File: src/rtl/prio_encoder_148.sv
// 74x148-style priority encoder with input synchronizers and a valid/ready handshake.
// Define PRIO_ENC_LATCH_EN to latch request edges into pending bits; default is level mode.
module prio_encoder_148 #(
    parameter int SYNC_STAGES = 2
) (
    input  logic       clk,
    input  logic       rst_n,
    input  logic       ei_n,
    input  logic [7:0] I,
    output logic [2:0] A,
    output logic       valid,
    input  logic       ready,
    output logic       gs_n,
    output logic       eo_n,
    output logic [7:0] miss_cnt
);

    typedef enum logic [1:0] {
        IDLE  = 2'b00,
        OFFER = 2'b01,
        ACK   = 2'b10
    } state_t;

    state_t     state, state_next;
    logic [7:0] sync_q [SYNC_STAGES];
    logic [7:0] req;
    logic [7:0] pending;
    logic [2:0] top_idx;
    logic       load;

    // I is asynchronous: nothing but the first synchronizer flop may see it
    always_ff @(posedge clk or negedge rst_n) begin
        if (!rst_n) begin
            for (int unsigned s = 0; s < SYNC_STAGES; s++) begin
                sync_q[s] <= '0;
            end
        end else begin
            sync_q[0] <= ~I;
            for (int unsigned s = 1; s < SYNC_STAGES; s++) begin
                sync_q[s] <= sync_q[s-1];
            end
        end
    end

    assign req = sync_q[SYNC_STAGES-1];

`ifdef PRIO_ENC_LATCH_EN
    logic [7:0] req_prev;
    logic [7:0] rise;
    logic [7:0] clr;
    logic [7:0] lost;
    logic [3:0] lost_cnt;
    logic [8:0] miss_sum;
    logic       accept;

    assign accept = (state == OFFER) && ready;

    // a new edge on a bit being cleared this cycle re-arms it rather than counting as a miss
    always_comb begin
        rise     = req & ~req_prev;
        clr      = accept ? (8'b1 << A) : '0;
        lost     = rise & pending & ~clr;
        lost_cnt = '0;
        for (int unsigned i = 0; i < 8; i++) begin
            lost_cnt = lost_cnt + 4'(lost[i]);
        end
        miss_sum = {1'b0, miss_cnt} + 9'(lost_cnt);
    end

    always_ff @(posedge clk or negedge rst_n) begin
        if (!rst_n) begin
            req_prev <= '0;
            pending  <= '0;
            miss_cnt <= '0;
        end else begin
            req_prev <= req;
            pending  <= (pending & ~clr) | rise;
            miss_cnt <= miss_sum[8] ? 8'hFF : miss_sum[7:0];
        end
    end
`else
    assign pending  = req;
    assign miss_cnt = '0;
`endif

    always_comb begin
        top_idx = '0;
        for (int unsigned i = 0; i < 8; i++) begin
            if (pending[i]) begin
                top_idx = 3'(i);
            end
        end
    end

    always_comb begin
        state_next = IDLE;
        load       = 1'b0;
        case (state)
            IDLE: begin
                if (!ei_n && (pending != '0)) begin
                    state_next = OFFER;
                    load       = 1'b1;
                end
            end
            OFFER:   state_next = ready ? ACK : OFFER;
            ACK:     state_next = IDLE;
            default: state_next = IDLE;
        endcase
    end

    always_ff @(posedge clk or negedge rst_n) begin
        if (!rst_n) begin
            state <= IDLE;
            A     <= '0;
            valid <= 1'b0;
            gs_n  <= 1'b1;
            eo_n  <= 1'b1;
        end else begin
            state <= state_next;
            if (load) begin
                A <= top_idx;
            end
            valid <= (state_next == OFFER);
            gs_n  <= ei_n | ~(|pending);
            eo_n  <= ei_n | (|pending);
        end
    end

endmodule

File: config.mk
export PLATFORM = sky130hd
export DESIGN_NAME = prio_encoder_148
export DESIGN_NICKNAME = d
export VERILOG_FILES = /design/src/rtl/prio_encoder_148.sv
export SDC_FILE = /design/constraint.sdc
export NUM_CORES = 1
export LEC_CHECK = 0
export ABC_AREA = 1
export BUFFER_PORTS_ARGS = -buffer_cell sky130_fd_sc_hd__buf_2
export CAP_MARGIN = 40
export CORE_ASPECT_RATIO = 0.9
export CORE_MARGIN = 3
export CORE_UTILIZATION = 30
export DETAILED_ROUTE_END_ITERATION = 10
export HOLD_SLACK_MARGIN = 0.06
export PLACE_DENSITY = 0.56
export SLEW_MARGIN = 20
export SYNTH_ARGS = -nofsm -noshare
export SYNTH_HDL_FRONTEND = slang
export SYNTH_SLANG_ARGS = --single-unit
File: constraint.sdc
create_clock -name clk -period 1.41 [get_ports clk]
set_input_delay 0.282 -clock clk [delete_from_list [all_inputs] [get_ports clk]]
set_output_delay 0.282 -clock clk [all_outputs]
set_load 0.005 [all_outputs]
# After elaboration in Yosys (flattened, before gate mapping)
# Cells that the tools add are included.
# totals
in_bits,12
wordCells,30
output_inout_bits,14
register_bits,24
# classes
reduce_logical,5
mux,12
bitwise,4
n_eq_ne,2
# op_table
cell,n
3-bit 2-to-1 mux,5
8-bit NOT,1
8-bit nonzero test,1
8-bit OR reduction,1
"2-bit by 1-bit equality test with 1-bit output, second input constant",2
1-bit 2-to-1 mux,4
2-bit 2-to-1 mux,2
2-bit one-hot mux with 2 select lines,1
2-bit logical NOT,1
1-bit OR,2
1-bit logical AND,1
1-bit logical NOT,1
1-bit NOT,1

# Logic depth before layout (Yosys ltp)
# Gate-level depths: netlist of the first run.
# logic_depth
ltp_word,7
depth_mapped,9
depth_no_buf,9

# Worst setup path before layout of the first run
# Ideal clock, no wire load.
# synth_path
path_kind,flip-flop to flip-flop
from,reg sync_q (netlist bit pending[7])
to,reg state[0]
required_time_ns,1.286
setup_time_ns,0.124
n_path_buf,0
stages_incl_launch_ff,7
t_arrival_ns,0.888
synth_period_minus_slack_ns,1.012
slack_ns,0.398
cell_sequence,dfrtp_1 > nor2_2 > nand2_2 > nor2_2 > nor2_2 > nand2_4 > o31ai_1
# synth_via
elab_chain_cells,4
# synth_lines
item,line,rtl
start: declaration,25,logic [7:0] sync_q [SYNC_STAGES];
start signal: indexed assignment,40,sync_q[s] <= sync_q[s-1];
8-bit nonzero test,100,if (!ei_n && (pending != '0)) begin
1-bit logical AND,100,
1-bit 2-to-1 mux,100,
2-bit one-hot mux with 2 select lines,98,case (state)
via state_next[0],24,"state_t state, state_next;"
end signal: assignment,119,state <= state_next;
end: declaration,24,
# The timed path passes the listed nets, and every way through them passes these cells.
# A chain may end at the register's enable or synchronous reset.

# Worst setup path after layout of the first run
# layout_path
from,reg eo_n
to,out eo_n
# layout_rtl
item,line,rtl
start: declaration,14,"output logic eo_n,"
start signal: assignment,125,eo_n <= ei_n | (|pending);
# No word-level cell between the ends.

==> results of run 1 <==
what timing repair did:
action                                  in CTS  in global routing
hold buffers                                 1                  1
endpoints found under the setup margin       0                  0
endpoints found under the hold margin       22                  1
worst register-to-register path: cells and delay by family, from the launching register on:
| family | cells | cell delay (ps) |
|---|---|---|
| and+or+nand+nor | 4 | 550 |
| DFF | 1 | 410 |
| buffers and inverters | 1 | 90 |
registers in the layout, summed over array words and instances, names as in the netlist:
register and cells:
valid 1, eo_n 1, state 2, pending 8, sync_q 8, gs_n 1
A 3
synthesized netlist by cell type (all sizes together):
| cell | number | area (µm²) |
|---|---|---|
| dfstp | 2 | 52.6 |
| dfrtp | 22 | 551 |
| inv | 19 | 71.3 |
| and3 | 1 | 6.26 |
| o31ai | 3 | 22.5 |
| buf | 8 | 60.1 |
| conb | 1 | 3.75 |
| nor2 | 6 | 30.0 |
| nand2 | 20 | 85.1 |
| nor3 | 1 | 5.00 |
worst min-delay path by stage:
| stage | cells after the start | start | slack [ps] | endpoint |
|---|---|---|---|---|
| after global routing | 2 | I[7] | 60 | sync_q[15] |
| after floorplan | 0 | rst_n | -10 | A[0] |
| final | 2 | I[7] | 90 | sync_q[15] |
| after global placement | 1 | rst_n | 280 | A[2] |
| after detailed placement | 1 | rst_n | 280 | A[2] |
| after CTS | 2 | I[6] | 70 | sync_q[14] |
cells by family after synthesis:
logic type | Yosys count
AO/OA/AOI/OAI | 3
AND/OR/NAND/NOR | 28
other | 1
buffers and inverters | 27
flip-flops | 24
cell type report:
type	instances	area, µm²	area share (%)
Tap cell	40	50.0	4.72
Timing Repair Buffer	19	105	9.91
Sequential cell	24	603	56.8
Clock inverter	1	30.0	2.83
Multi-Input combinational cell	39	179	16.9
Clock buffer	3	22.5	2.12
Inverter	19	71.3	6.72
cells in the final DEF, fill, tap and decap left out:
master,Yosys,layout
inv_1,19,19
conb_1,1,8
dfrtp_1,22,22
nor2_2,3,3
dfstp_2,2,2
nor3_1,1,1
buf_2,0,17
dlygate4sd3_1,0,2
o31ai_1,3,3
nor2_1,3,3
and3_1,1,1
clkbuf_4,0,3
bufinv_16,0,1
nand2_2,1,1
nand2_4,1,1
nand2_1,18,18
report_power, final:
group,internal (mW),leakage [nW],switching (mW)
Clock,0.287,0.0279,0.196
Combinational,0.0952,0.275,0.119
Sequential,0.775,0.280,0.0420
Total,1.16,0.584,0.357
layer usage:
layer  GRT usage [%]  vias to the layer above  share of wire (%)
met4            3.69                        0                1.0
met5               0                        -                  0
li1                -                      268                  -
met1            8.93                      225                 47
met3            4.13                        2                 11
met2            10.1                       25                 41
==> summary.md, run 1 <==
| Metric | Value |
|---|---|
| Worst Hold Class | `in2reg` |
| Cell chain of the critical path | `buf_2` |
| DP Worst Slack | `between 300 and 400 ps` |
| DR WL/cell | `7.97 µm` |
| Main combinational cell family by area after synthesis | `buffers and inverters` |
| Die Height | `57.6 µm` |
| # placed instances | `139` |
| Syn Std Cell Area | `887 µm²` |
| Final WL | `between 1000 and 1500 µm` |
| Non-Filler Instances | `145` |
| First-pass GRT wire length | `~1900 µm` |
| Initial Utilization | `between 30% and 40%` |
| Worst relative slew slack | `approximately two thirds` |
| Worst setup EP type | `primary output` |
| H-tree levels | `1` |
| RSZ-0062 raised after global routing | `false` |
| Die Width | `63.3 µm` |
| Largest net degree at the start of global routing | `25` |
| DR DRC count | `0` |
| Clk root buf | `clkbuf_4` |
| Buffer and inverter count on the worst path | `1` |
| Crit-path max cell delay | `530 ps` |
| MaxCap Viol Count | `0` |
| Setup tns final | `0 ps` |
| Xor/xnor share of the synthesized area | `0%` |
| Post-detail-place hpwl | `850 µm` |
| Initial DRC Count | `23` |
| Clock Path Buffers | `2` |
| Clock transition at path regs | `130 ps` |
| Critical path depth in cells | `1` |
| Antenna Nets Post-Route | `0` |
| Pre-antenna DRT Iters | `3` |
| Gr usage total | `between 7 and 8%` |
| Pwr Density | `around 1400 mW/mm²` |
| Clock sinks | `24` |
| Fin Hold WS | `between 90 and 100 ps` |
| Cts repair resizes | `0` |
| Worst Path Required | `1130 ps` |
| Final worst path period need | `1230 ps` |
| Ports | `26` |
| GP Congestion | `0.754` |
| Total grt overflow | `0` |
| Setup CP Type | `reg2out` |
| Initial antenna violation count | `0` |
| Fmax | `between 800 and 900 MHz` |
| Simple-gate portion of the synthesized area | `14.2%` |
| Fin util | `38.0%` |
| Clk Latency, worst-skew pair | `310 ps` |
| Max Slew Vio Count | `0` |
| Worst EP arrival | `950 ps` |
| CTS buffer count | `3` |
| Worst-margin pin slew | `roughly 510 ps` |
| Outcome | `finished, final reports clean` |
| Cells after Synth | `83` |
| Worst Reg2Reg Path Length in Cells | `5` |
| Vias per Instance | `3.59` |
| # fillers | `298` |
| Cell row count | `18` |
| Core footprint | `0.00279 mm²` |
| Worst Setup EP | `eo_n` |
| Layout Nets | `118` |
| Overall power | `1.51 mW` |
| Slack of the critical path | `180 ps` |
| Startpoint types | `flop` |
| Adder-cell share of the synthesized area | `0%` |
| Worst setup startpoint | `eo_n` |
| RR Startpoint | `state[0]` |
| CP top delay family | `flip-flops` |
| CP max FO | `1` |
| Area grow syn2layout | `19.6%` |
| Die area | `approximately 0.0036 mm²` |
| Final setup vio count | `0` |
| Worst vdd rail ir drop | `0.484 mV` |
| Yosys cell types | `13` |
| Via count | `520` |
| Port Buffers | `17` |
| Synth Area in Compound Gates | `under 10%` |
| Worst r2r dst | `A[2]` |
| Register area share after synthesis | `between 60% and 70%` |
| Crit-path slowest cell | `dfstp_2` |
| Layout cells sized above 1 | `26.7%` |
| Final hold violations | `0` |
| Crit share post-route | `87.2%` |
| Final Skew | `6.30 ps` |
| Synth warn | `0` |
| Post-synthesis mux area share | `0%` |
| Area post-placement | `just under 0.001 mm²` |
| Ant diodes | `0` |
| Leak | `0.584 nW` |
| Mapped Avg Cell Area | `between 10 and 15 µm²` |
| Synthesized flop and latch total | `24` |
| Buffer count from post-CTS setup fixing | `0` |
| Post-route cell area | `0.00106 mm²` |
| R2R Setup Slk | `320 ps` |
| Vias in the first global route | `455` |
| TritonCTS clock tree | `done` |
No activity file was read; power rests on OpenSTA's default activity.
==> inputs of run 2 (changes only) <==
==> constraint.sdc (replaced) <==
create_clock -name clk -period 1.41 [get_ports clk]
set_input_delay 0.0705 -clock clk [delete_from_list [all_inputs] [get_ports clk]]
set_output_delay 0.0705 -clock clk [all_outputs]
set_load 0.005 [all_outputs]
==> summary.md, run 2 (synthesized netlist as in run 1, its figures left out) <==
| Metric | Value |
|---|---|
| Pwr Density | `1340 mW/mm²` |
| Regs by FF count | `pending (8), sync_q (8), A (3)` |
| Vias in the first global route | `518` |
| Max Slew Vio Count | `0` |
| Via count | `~560` |
| RR Startpoint | `state[0]` |
| Area grow syn2layout | `29.8%` |
| GP Congestion | `between 0.7 and 0.8` |
| Worst-margin pin slew | `511 ps` |
| CP max FO | `3` |
| First-pass GRT wire length | `2070 µm` |
| Final Skew | `5.12 ps` |
| Die Width | `63.3 µm` |
| Worst EP arrival | `1360 ps` |
| H-tree levels | `1` |
| DP Worst Slack | `322 ps` |
| Total grt overflow | `0` |
| RSZ-0062 raised after global routing | `false` |
| Crit share post-route | `77.4%` |
| Clock sinks | `24` |
| Gr usage total | `under 10%` |
| Clk Latency, worst-skew pair | `slightly above 300 ps` |
| Vias per Instance | `3.61` |
| Buffer count from post-CTS setup fixing | `0` |
| Commonest non-fill, non-tap cell in the layout | `dfrtp_1` |
| Worst Path Required | `about 1700 ps` |
| Final setup vio count | `0` |
| R2R Setup Slk | `320 ps` |
| Worst r2r dst | `A[2]` |
| DR DRC count | `0` |
| GR Layer Usage met3 | `4.13%` |
| Setup CP Type | `reg2reg` |
| Final worst path period need | `~1100 ps` |
| Ports | `26` |
| Clk root buf | `clkbuf_4` |
| Sequential cell area | `603 µm²` |
| Worst Hold Class | `in2async` |
| Worst vdd rail ir drop | `0.484 mV` |
| Fin Hold WS | `243 ps` |
| Die area | `around 0.0036 mm²` |
| # fillers | `284` |
| Clock Path Buffers | `2` |
| Global Route met2 Usage | `12.4%` |
| Pre-antenna DRT Iters | `3` |
| Worst setup EP type | `flop` |
| Layout Nets | `between 100 and 150` |
| Clock transition at path regs | `approximately 130 ps` |
| Initial Utilization | `roughly a third` |
| Area occupied by multi-input gates | `179 µm²` |
| TritonCTS clock tree | `done` |
| Worst Reg2Reg Path Length in Cells | `5` |
| Initial DRC Count | `15` |
| Fmax | `just over 900 MHz` |
| Initial antenna violation count | `0` |
| Cell row count | `18` |
| Antenna Nets Post-Route | `0` |
| Post-detail-place hpwl | `850 µm` |
| Grt met1 use | `slightly below 9%` |
| Outcome | `finished, final reports clean` |
| Layout cells sized above 1 | `24.6%` |
| Slack of the critical path | `318 ps` |
| Worst relative slew slack | `65.9%` |
| Startpoint types | `flop` |
| Final hold violations | `0` |
| Core footprint | `0.00279 mm²` |
| Worst setup startpoint | `state[0]` |
| Die Height | `around 58 µm` |
| Most frequent cells in the layout | `22 x dfrtp_1, 19 x inv_1, 18 x nand2_1` |
| GR peak layer | `met2` |
| Setup tns final | `0 ps` |
| Final WL | `~1300 µm` |
| Worst Setup EP | `A[2]` |
| DR WL/cell | `8.29 µm` |
| Port Buffers | `17` |
| Leak | `0.621 nW` |
| CTS buffer count | `3` |
| Ant diodes | `0` |
| Largest net degree at the start of global routing | `25` |
| MaxCap Viol Count | `0` |
## run 2: changes by cell type in the layout (fill, tap and decap cells not counted)
cell and delta:
dlygate4sd3_1 +9
## run 2: worst min-delay path by stage
stage	to	slack, ps	cells past startpoint
final	A[2]	240	2
after global routing	pending[6]	300	2
after CTS	A[2]	250	2
after detailed placement	A[2]	70	1
after global placement	A[2]	60	1
after floorplan	A[0]	-230	0
## run 2: where the power goes
part | total [mW] | switching, mW | internal [mW]
Combinational | 0.234 | 0.122 | 0.111
Clock | 0.487 | 0.199 | 0.287
Sequential | 0.817 | 0.0420 | 0.775
Total | 1.54 | 0.364 | 1.17
## run 2: layout make-up
class	instances	area share [%]
inverter	19	6.20
clock buffer	3	1.96
multi-input combinational	39	15.5
tap	40	4.35
sequential	24	52.4
clock inverter	1	2.61
timing repair buffer	28	17.0
## run 2: critical path: stages (launching register included)
cell and delay [ps]:
dfrtp_1 410, inv_1 90, nand2_1 70, nor3_1 290
nand2_1 110, nand2_1 70
## run 2: repair_timing
item	4_1_cts	5_1_grt
endpoints found under the hold margin	38	0
hold buffers	11	0
gates resized for setup	0	0
## run 2: through the flow
step	total power, mW	cell area [µm²]	util (%)	cells
finish	1.54	1150	41.2	154
global route	1.63	1150	41.2	154
CTS	1.57	1150	41.2	154
detailed placement	1.05	988	35.4	139
global placement	1.04	988	35.4	139
floorplan	0.957	913	-	90
## run 2: metal layers
| layer | vias up | wire length (µm) | share of wire [%] |
|---|---|---|---|
| li1 | 286 | - | - |
| met1 | 243 | 589 | 46 |
| met2 | 25 | 562 | 44 |
| met3 | 2 | 113 | 8.8 |
| met4 | 0 | 12 | 0.94 |
| met5 | - | 0 | 0 |
